==> config.mk <==
export PLATFORM = sky130hd
export DESIGN_NAME = timer_counter
export DESIGN_NICKNAME = d
export VERILOG_FILES = /design/src/rtl/timer_pkg.sv /design/src/rtl/timer_counter.sv
export SDC_FILE = /design/constraint.sdc
export NUM_CORES = 1
export LEC_CHECK = 0
export CAP_MARGIN = 20
export CORE_ASPECT_RATIO = 0.75
export CORE_MARGIN = 5
export CORE_UTILIZATION = 58
export CTS_CLUSTER_SIZE = 40
export DETAILED_ROUTE_END_ITERATION = 7
export HOLD_SLACK_MARGIN = 0.02
export PLACE_DENSITY = 0.95
export SYNTH_ARGS = -nofsm -noshare
export SYNTH_HDL_FRONTEND = slang
export SYNTH_SLANG_ARGS = --single-unit
==> constraint.sdc <==
create_clock -name clk -period 4.4 [get_ports clk]
set_input_delay 1.32 -clock clk [delete_from_list [all_inputs] [get_ports clk]]
set_output_delay 1.32 -clock clk [all_outputs]
set_load 0.05 [all_outputs]
==> src/rtl/timer_pkg.sv <==
// Shared constants for the timer/counter peripheral:
// FSM state codes, register word offsets and mode codes.
package timer_pkg;

   localparam logic [1:0] ST_IDLE = 2'd0;
   localparam logic [1:0] ST_LOAD = 2'd1;
   localparam logic [1:0] ST_CNT  = 2'd2;
   localparam logic [1:0] ST_INT  = 2'd3;

   localparam logic [1:0] ADDR_CTRL   = 2'd0;
   localparam logic [1:0] ADDR_PRESET = 2'd1;
   localparam logic [1:0] ADDR_COUNT  = 2'd2;

   localparam logic [1:0] MODE_ONESHOT = 2'd0;
   localparam logic [1:0] MODE_RELOAD  = 2'd1;

endpackage

==> src/rtl/timer_counter.sv <==
// Bus-mapped down-counter with one-shot / auto-reload modes
// and a level interrupt gated by the IM bit.
module timer_counter
   import timer_pkg::*;
(
   input  logic        clk,
   input  logic        reset,
   input  logic [1:0]  Addr,
   input  logic        WE,
   input  logic [31:0] Din,
   output logic [31:0] Dout,
   output logic        IRQ
);

   logic [1:0]  state_q, state_d;
   logic [3:0]  ctrl_q, ctrl_d;
   logic [31:0] preset_q, preset_d;
   logic [31:0] count_q, count_d;
   logic        int_flag_q, int_flag_d;

   logic        en;
   logic [1:0]  mode;
   logic        im;
   logic        wr_ctrl;
   logic        wr_preset;
   logic        int_set;

   assign en        = ctrl_q[0];
   assign mode      = ctrl_q[2:1];
   assign im        = ctrl_q[3];
   assign wr_ctrl   = WE && (Addr == ADDR_CTRL);
   assign wr_preset = WE && (Addr == ADDR_PRESET);

   always_comb begin
      state_d    = state_q;
      ctrl_d     = ctrl_q;
      preset_d   = preset_q;
      count_d    = count_q;
      int_flag_d = int_flag_q;
      int_set    = 1'b0;

      unique case (state_q)
         ST_IDLE: begin
            if (en) state_d = ST_LOAD;
         end
         ST_LOAD: begin
            count_d = preset_q;
            state_d = ST_CNT;
         end
         ST_CNT: begin
            if (!en) begin
               state_d = ST_IDLE;
            end else if (count_q > 32'd1) begin
               count_d = count_q - 32'd1;
            end else begin
               count_d = 32'd0;
               int_set = 1'b1;
               state_d = ST_INT;
            end
         end
         ST_INT: begin
            if (mode == MODE_RELOAD) begin
               int_flag_d = 1'b0;
               state_d    = ST_LOAD;
            end else begin
               ctrl_d[0] = 1'b0;
               state_d   = ST_IDLE;
            end
         end
         default: state_d = ST_IDLE;
      endcase

      // Bus writes override the FSM's own Enable clear; a flag set still wins.
      if (wr_ctrl)   ctrl_d   = Din[3:0];
      if (wr_preset) preset_d = Din;
      if (wr_ctrl || wr_preset) int_flag_d = 1'b0;
      if (int_set) int_flag_d = 1'b1;
   end

   always_ff @(posedge clk) begin
      if (reset) begin
         state_q    <= ST_IDLE;
         ctrl_q     <= 4'd0;
         preset_q   <= 32'd0;
         count_q    <= 32'd0;
         int_flag_q <= 1'b0;
      end else begin
         state_q    <= state_d;
         ctrl_q     <= ctrl_d;
         preset_q   <= preset_d;
         count_q    <= count_d;
         int_flag_q <= int_flag_d;
      end
   end

   always_comb begin
      Dout = 32'd0;
      unique case (Addr)
         ADDR_CTRL:   Dout = {28'd0, ctrl_q};
         ADDR_PRESET: Dout = preset_q;
         ADDR_COUNT:  Dout = count_q;
         default:     Dout = 32'd0;
      endcase
   end

   assign IRQ = im & int_flag_q;

endmodule

# After elaboration in Yosys (flattened, before gate mapping)
# Cells that the tools add are included.
word_totals:
  latchBits: 0
  word_cells: 51
  inputBits: 37
  rom_bits: 0
  n_memories: 0
  regBits: 71
  ramBits: 0
  out_inout_bits: 33
op_classes:
  eq_ne: 10
  reduce_logical: 13
  mul: 0
  div: 0
  n_addsub: 1
  n_mux: 19
  n_shift: 0
  bitwise_logic: 1
  magnitude_cmp: 1
op_table:
  columns: ["cell", "count"]
  rows:
  - ["$pmux 32 s3", 1]
  - ["$mux 32", 2]
  - ["$pmux 32 s2", 1]
  - ["$gt 32x1->1 const B", 1]
  - ["$sub 32x1->32 const B", 1]
  - ["$mux 1", 11]
  - ["$pmux 2 s4", 1]
  - ["$reduce_and 2->1", 4]
  - ["$eq 2x1->1 const B", 3]
  - ["$eq 2x2->1 const B", 3]
  - ["$mux 2", 3]
  - ["$ne 2x2->1 const B", 3]
  - ["$reduce_bool 3->1", 2]
  - ["$logic_not 2->1", 2]
  - ["$reduce_bool 2->1", 2]
  - ["$ne 3x3->1 const B", 1]
  - ["$logic_and 1x1->1", 2]
  - ["$and 1x1->1", 1]
  - ["$logic_or 1x1->1", 1]

# Longest topological paths before layout
depth:
  word_depth: 6
  mapped_depth: 9
  mapped_depth_nobuf: 7

# Least setup slack after synthesis
# OpenSTA, ideal clock, no wires.
synth_path:
  path_type: "input to output"
  startpoint: "input port Addr[1]"
  endpoint: "output port Dout[10]"
  setup_slack_ps: 288
  path_stages: 5
  t_required_ps: 3080
  arrival_time_ps: 2792
  path_buffers: 3
  path_cell_list: "clkbuf_1 nor2b_1 clkbuf_1 buf_1 a22o_1"
synth_via:
  elab_chain_cells: 2
  word_cells_on_any_way: 4
  classes_between: "2 x eq/ne; 1 x mux; 1 x reduce/logical"
synth_lines:
  columns: ["element", "line", "source"]
  rows:
  - ["from (decl)", "timer_counter.sv:8", "input logic [1:0] Addr,"]
  - ["$eq 2x2->1 (tied with other cells)", "timer_counter.sv:98", "unique case (Addr)"]
  - ["$pmux 32 s3 *", "timer_counter.sv:98", null]
  - ["to (decl)", "timer_counter.sv:11", "output logic [31:0] Dout,"]
# Every way passes the cells marked *; elsewhere a longest branch is shown, timed or not.

# Worst setup path after layout
layout_path:
  startpoint: "input port Addr[1]"
  endpoint: "output port Dout[11]"
# Same word-level chain as after synthesis.

==> reports/metrics.yaml <==
layout:
  drive_above_1_share_pct: 13.0
  nFillCells: 427
  nets: 625
  final_common_cell: "nand2_1"
  design_area_um2: 5460
  area_growth_pct: 29.3
  antennaDiodeCount: 0
  layout_common_cells: "nand2_1 (94), dfxtp_1 (71), a21oi_1 (59)"
  final_core_util_pct: 78.8
timing:
  worstMarginPinSlew_ns: 1.04
  finalCriticalPeriod_ns: 4.18
  fin_setup_tns_ns: 0
  max_slew_margin_pct: 30.2
  clock_skew_ns: 0.00741
  fin_crit_sh_pct: 94.9
  finalHoldWorstSlack_ns: 0.485
  fmax_mhz: 239
  rsz0062_at_grt: "no"
  slew_viol_final: 0
  hold_viol: 0
  setup_violations: 0
global_routing:
  grt_pass1_vias: 4543
  grt_max_degree: 46
  grt_pass1_wl_um: 22700
  grt_overflow: 0
  antenna_found_initial: 0
  grt_use_total_pct: 30.9
clock_tree:
  cts_tree: "built"
  postCtsResizedCells: 0
  post-cts-setup-buffer-count: 0
  clockRootBuffer: "clkbuf_8"
  clk_latency_ns: 0.36
  hold_buffers: 0
  cts.sinks: 71
  clkTransAtPathRegs_ns: 0.07
  clock_path_buffers: 2
  htreeDepth: 3
  cts-buffers-inserted: 9
worst_setup_path:
  startpoint_type: "primary input"
  path_class: "in -> out"
  slowest_delay_ns: 0.67
  cp_common_cell: "buf_12"
  reg2reg_setup_slack_ns: 1.21
  crit_chain: "clkdlybuf4s50_1 -> nor2b_2 -> buf_12 -> a22o_1 -> buf_12"
  arrival_ns: 2.86
  end_kind: "primary output"
  critPathSlowestCell: "clkdlybuf4s50_1"
  path_max_fanout: 28
  crit_required_ns: 3.08
status:
  status: "finished clean"
detailed_routing:
  dr.pass1.iters: 8
  vias: 4766
  route.met2.wl_um: 6280
  highest_layer: "met4"
  finalWirelength_um: 14200
  ant_nets: 0
  drtIter0Drc: 727
  wl_met3_um: 1840
  m1WireLength_um: 5370
  drc: 0
  post_drt_wl_per_cell_um: 20.6
  via_per_inst: 6.92
power_and_ir_drop:
  powerDensity_nw_per_um2: 301
  p_leak_nw: 1.94
  peakVddDrop_mv: 0.187
yosys:
  synth.avg_cell_area_um2: 7.67
  yosysWarningCount: 0
  synth_top_area_share_pct: 33.7
  synthFlopType: "dfxtp_1"
  synth_area_um2: 4220
  yosys_register_bits: 71
  synth.net_count: 589
  yosysTopAreaCell: "dfxtp_1"
  postSynth.asyncResetShare_pct: 0
  seq_area_frac_synth_pct: 33.7
  postSynthCellCount: 550
  synth_edf_count: 0
  yosysUniqueCellTypes: 59
  synth_area_leaders: "dfxtp_1 (34%), nand2_1 (8.4%), a21oi_1 (7.0%), a22o_1 (5.8%), o21ai_0 (4.9%)"
die:
  fp-row-count: 26
  ios: 70
  die_y_um: 83.9
  die_x_um: 108
  dieArea_um2: 9100
  core_um2: 6930
  start_util_pct: 60.9
place:
  port_buffers: 69
  dp_hpwl_um: 9200
  dpl_cell_area_um2: 5200
  globalplace.congestion: 0.955
run:
  cap_violations: 0
min_path:
  hp-class: "reg -> reg"
-- critical path, delay by kind of cell --
kind	cells	cell delay, ns
AND/OR/NAND/NOR	1	0.26
buffers and inverters	3	1.03
AO/OA/AOI/OAI	1	0.24
-- report_power, final --
group          internal (mW)  leakage, nW  switching [mW]
logic                  0.122         1.25           0.205
clock network          0.367        0.119           0.261
registers              0.660        0.575          0.0279
total                   1.15         1.94           0.494
-- logic make-up (layout without fill, tap and decap cells) --
family / Yosys count / count (layout) / synth area share [%]
AOI/OAI and AO/OA: 195 / 195 / 31.0
xor gates and xnor gates: 1 / 1 / 0.208
adders and majority gates: 2 / 2 / 0.593
buffers and inverters: 61 / 102 / 6.34
DFF: 71 / 71 / 33.7
muxes: 10 / 10 / 2.37
and+or+nand+nor: 210 / 210 / 25.9
-- routing by layer --
layer / global-route usage, % / vias to the layer above
met2: 47.3 / 382
met5: 0 / -
li1: - / 2107
met4: 13.6 / 0
met1: 39.7 / 2169
met3: 9.59 / 108
-- path summary, 6_finish.rpt --
check | start | end | depth (start not counted)
worst max-delay path | Addr[1] | Dout[11] | 5
worst min-delay path | preset_q[5] | preset_q[5] | 2
worst max register to register | count_q[0] | count_q[16] | 7
worst min register to register | preset_q[5] | preset_q[5] | 2
-- per-stage QoR --
step | worst slack [ns] | cells | power [mW]
6_report | 0.225 | 689 | 1.64
5_1_grt | 0.171 | 689 | 1.68
4_1_cts | 0.256 | 688 | 1.62
3_5_place_dp | 0.260 | 672 | 1.01
3_3_place_gp | 0.306 | 672 | 0.995
2_1_floorplan | 0.288 | 550 | 0.904
-- cells in the mapped netlist, drive strengths merged, types with 5 or more instances --
cell,n
clkbuf,35
a21oi,59
mux2i,10
nor4,18
dfxtp,71
o211ai,6
or4,6
a2111oi,5
o21ai,41
nor2,30
nor2b,5
nor3,9
inv,8
o31ai,6
nand4,5
nand2,94
a211oi,22
nand3,19
buf,18
a22o,28
-- flip-flops by register name, summed over array words and instances, names as in the netlist --
| name | count |
|---|---|
| int_flag_q | 1 |
| state_q | 2 |
| ctrl_q | 4 |
| preset_q | 32 |
| count_q | 32 |
-- final cells by class --
cell class | count | area, um2 | area share, %
Inverter | 8 | 30.0 | 0.550
Sequential cell | 71 | 1420 | 26.0
Tap cell | 98 | 123 | 2.25
Clock buffer | 12 | 165 | 3.03
Multi-Input combinational cell | 418 | 2540 | 46.5
Clock inverter | 4 | 76.3 | 1.40
Timing Repair Buffer | 78 | 1110 | 20.3
(Power assumes the default switching activity.)
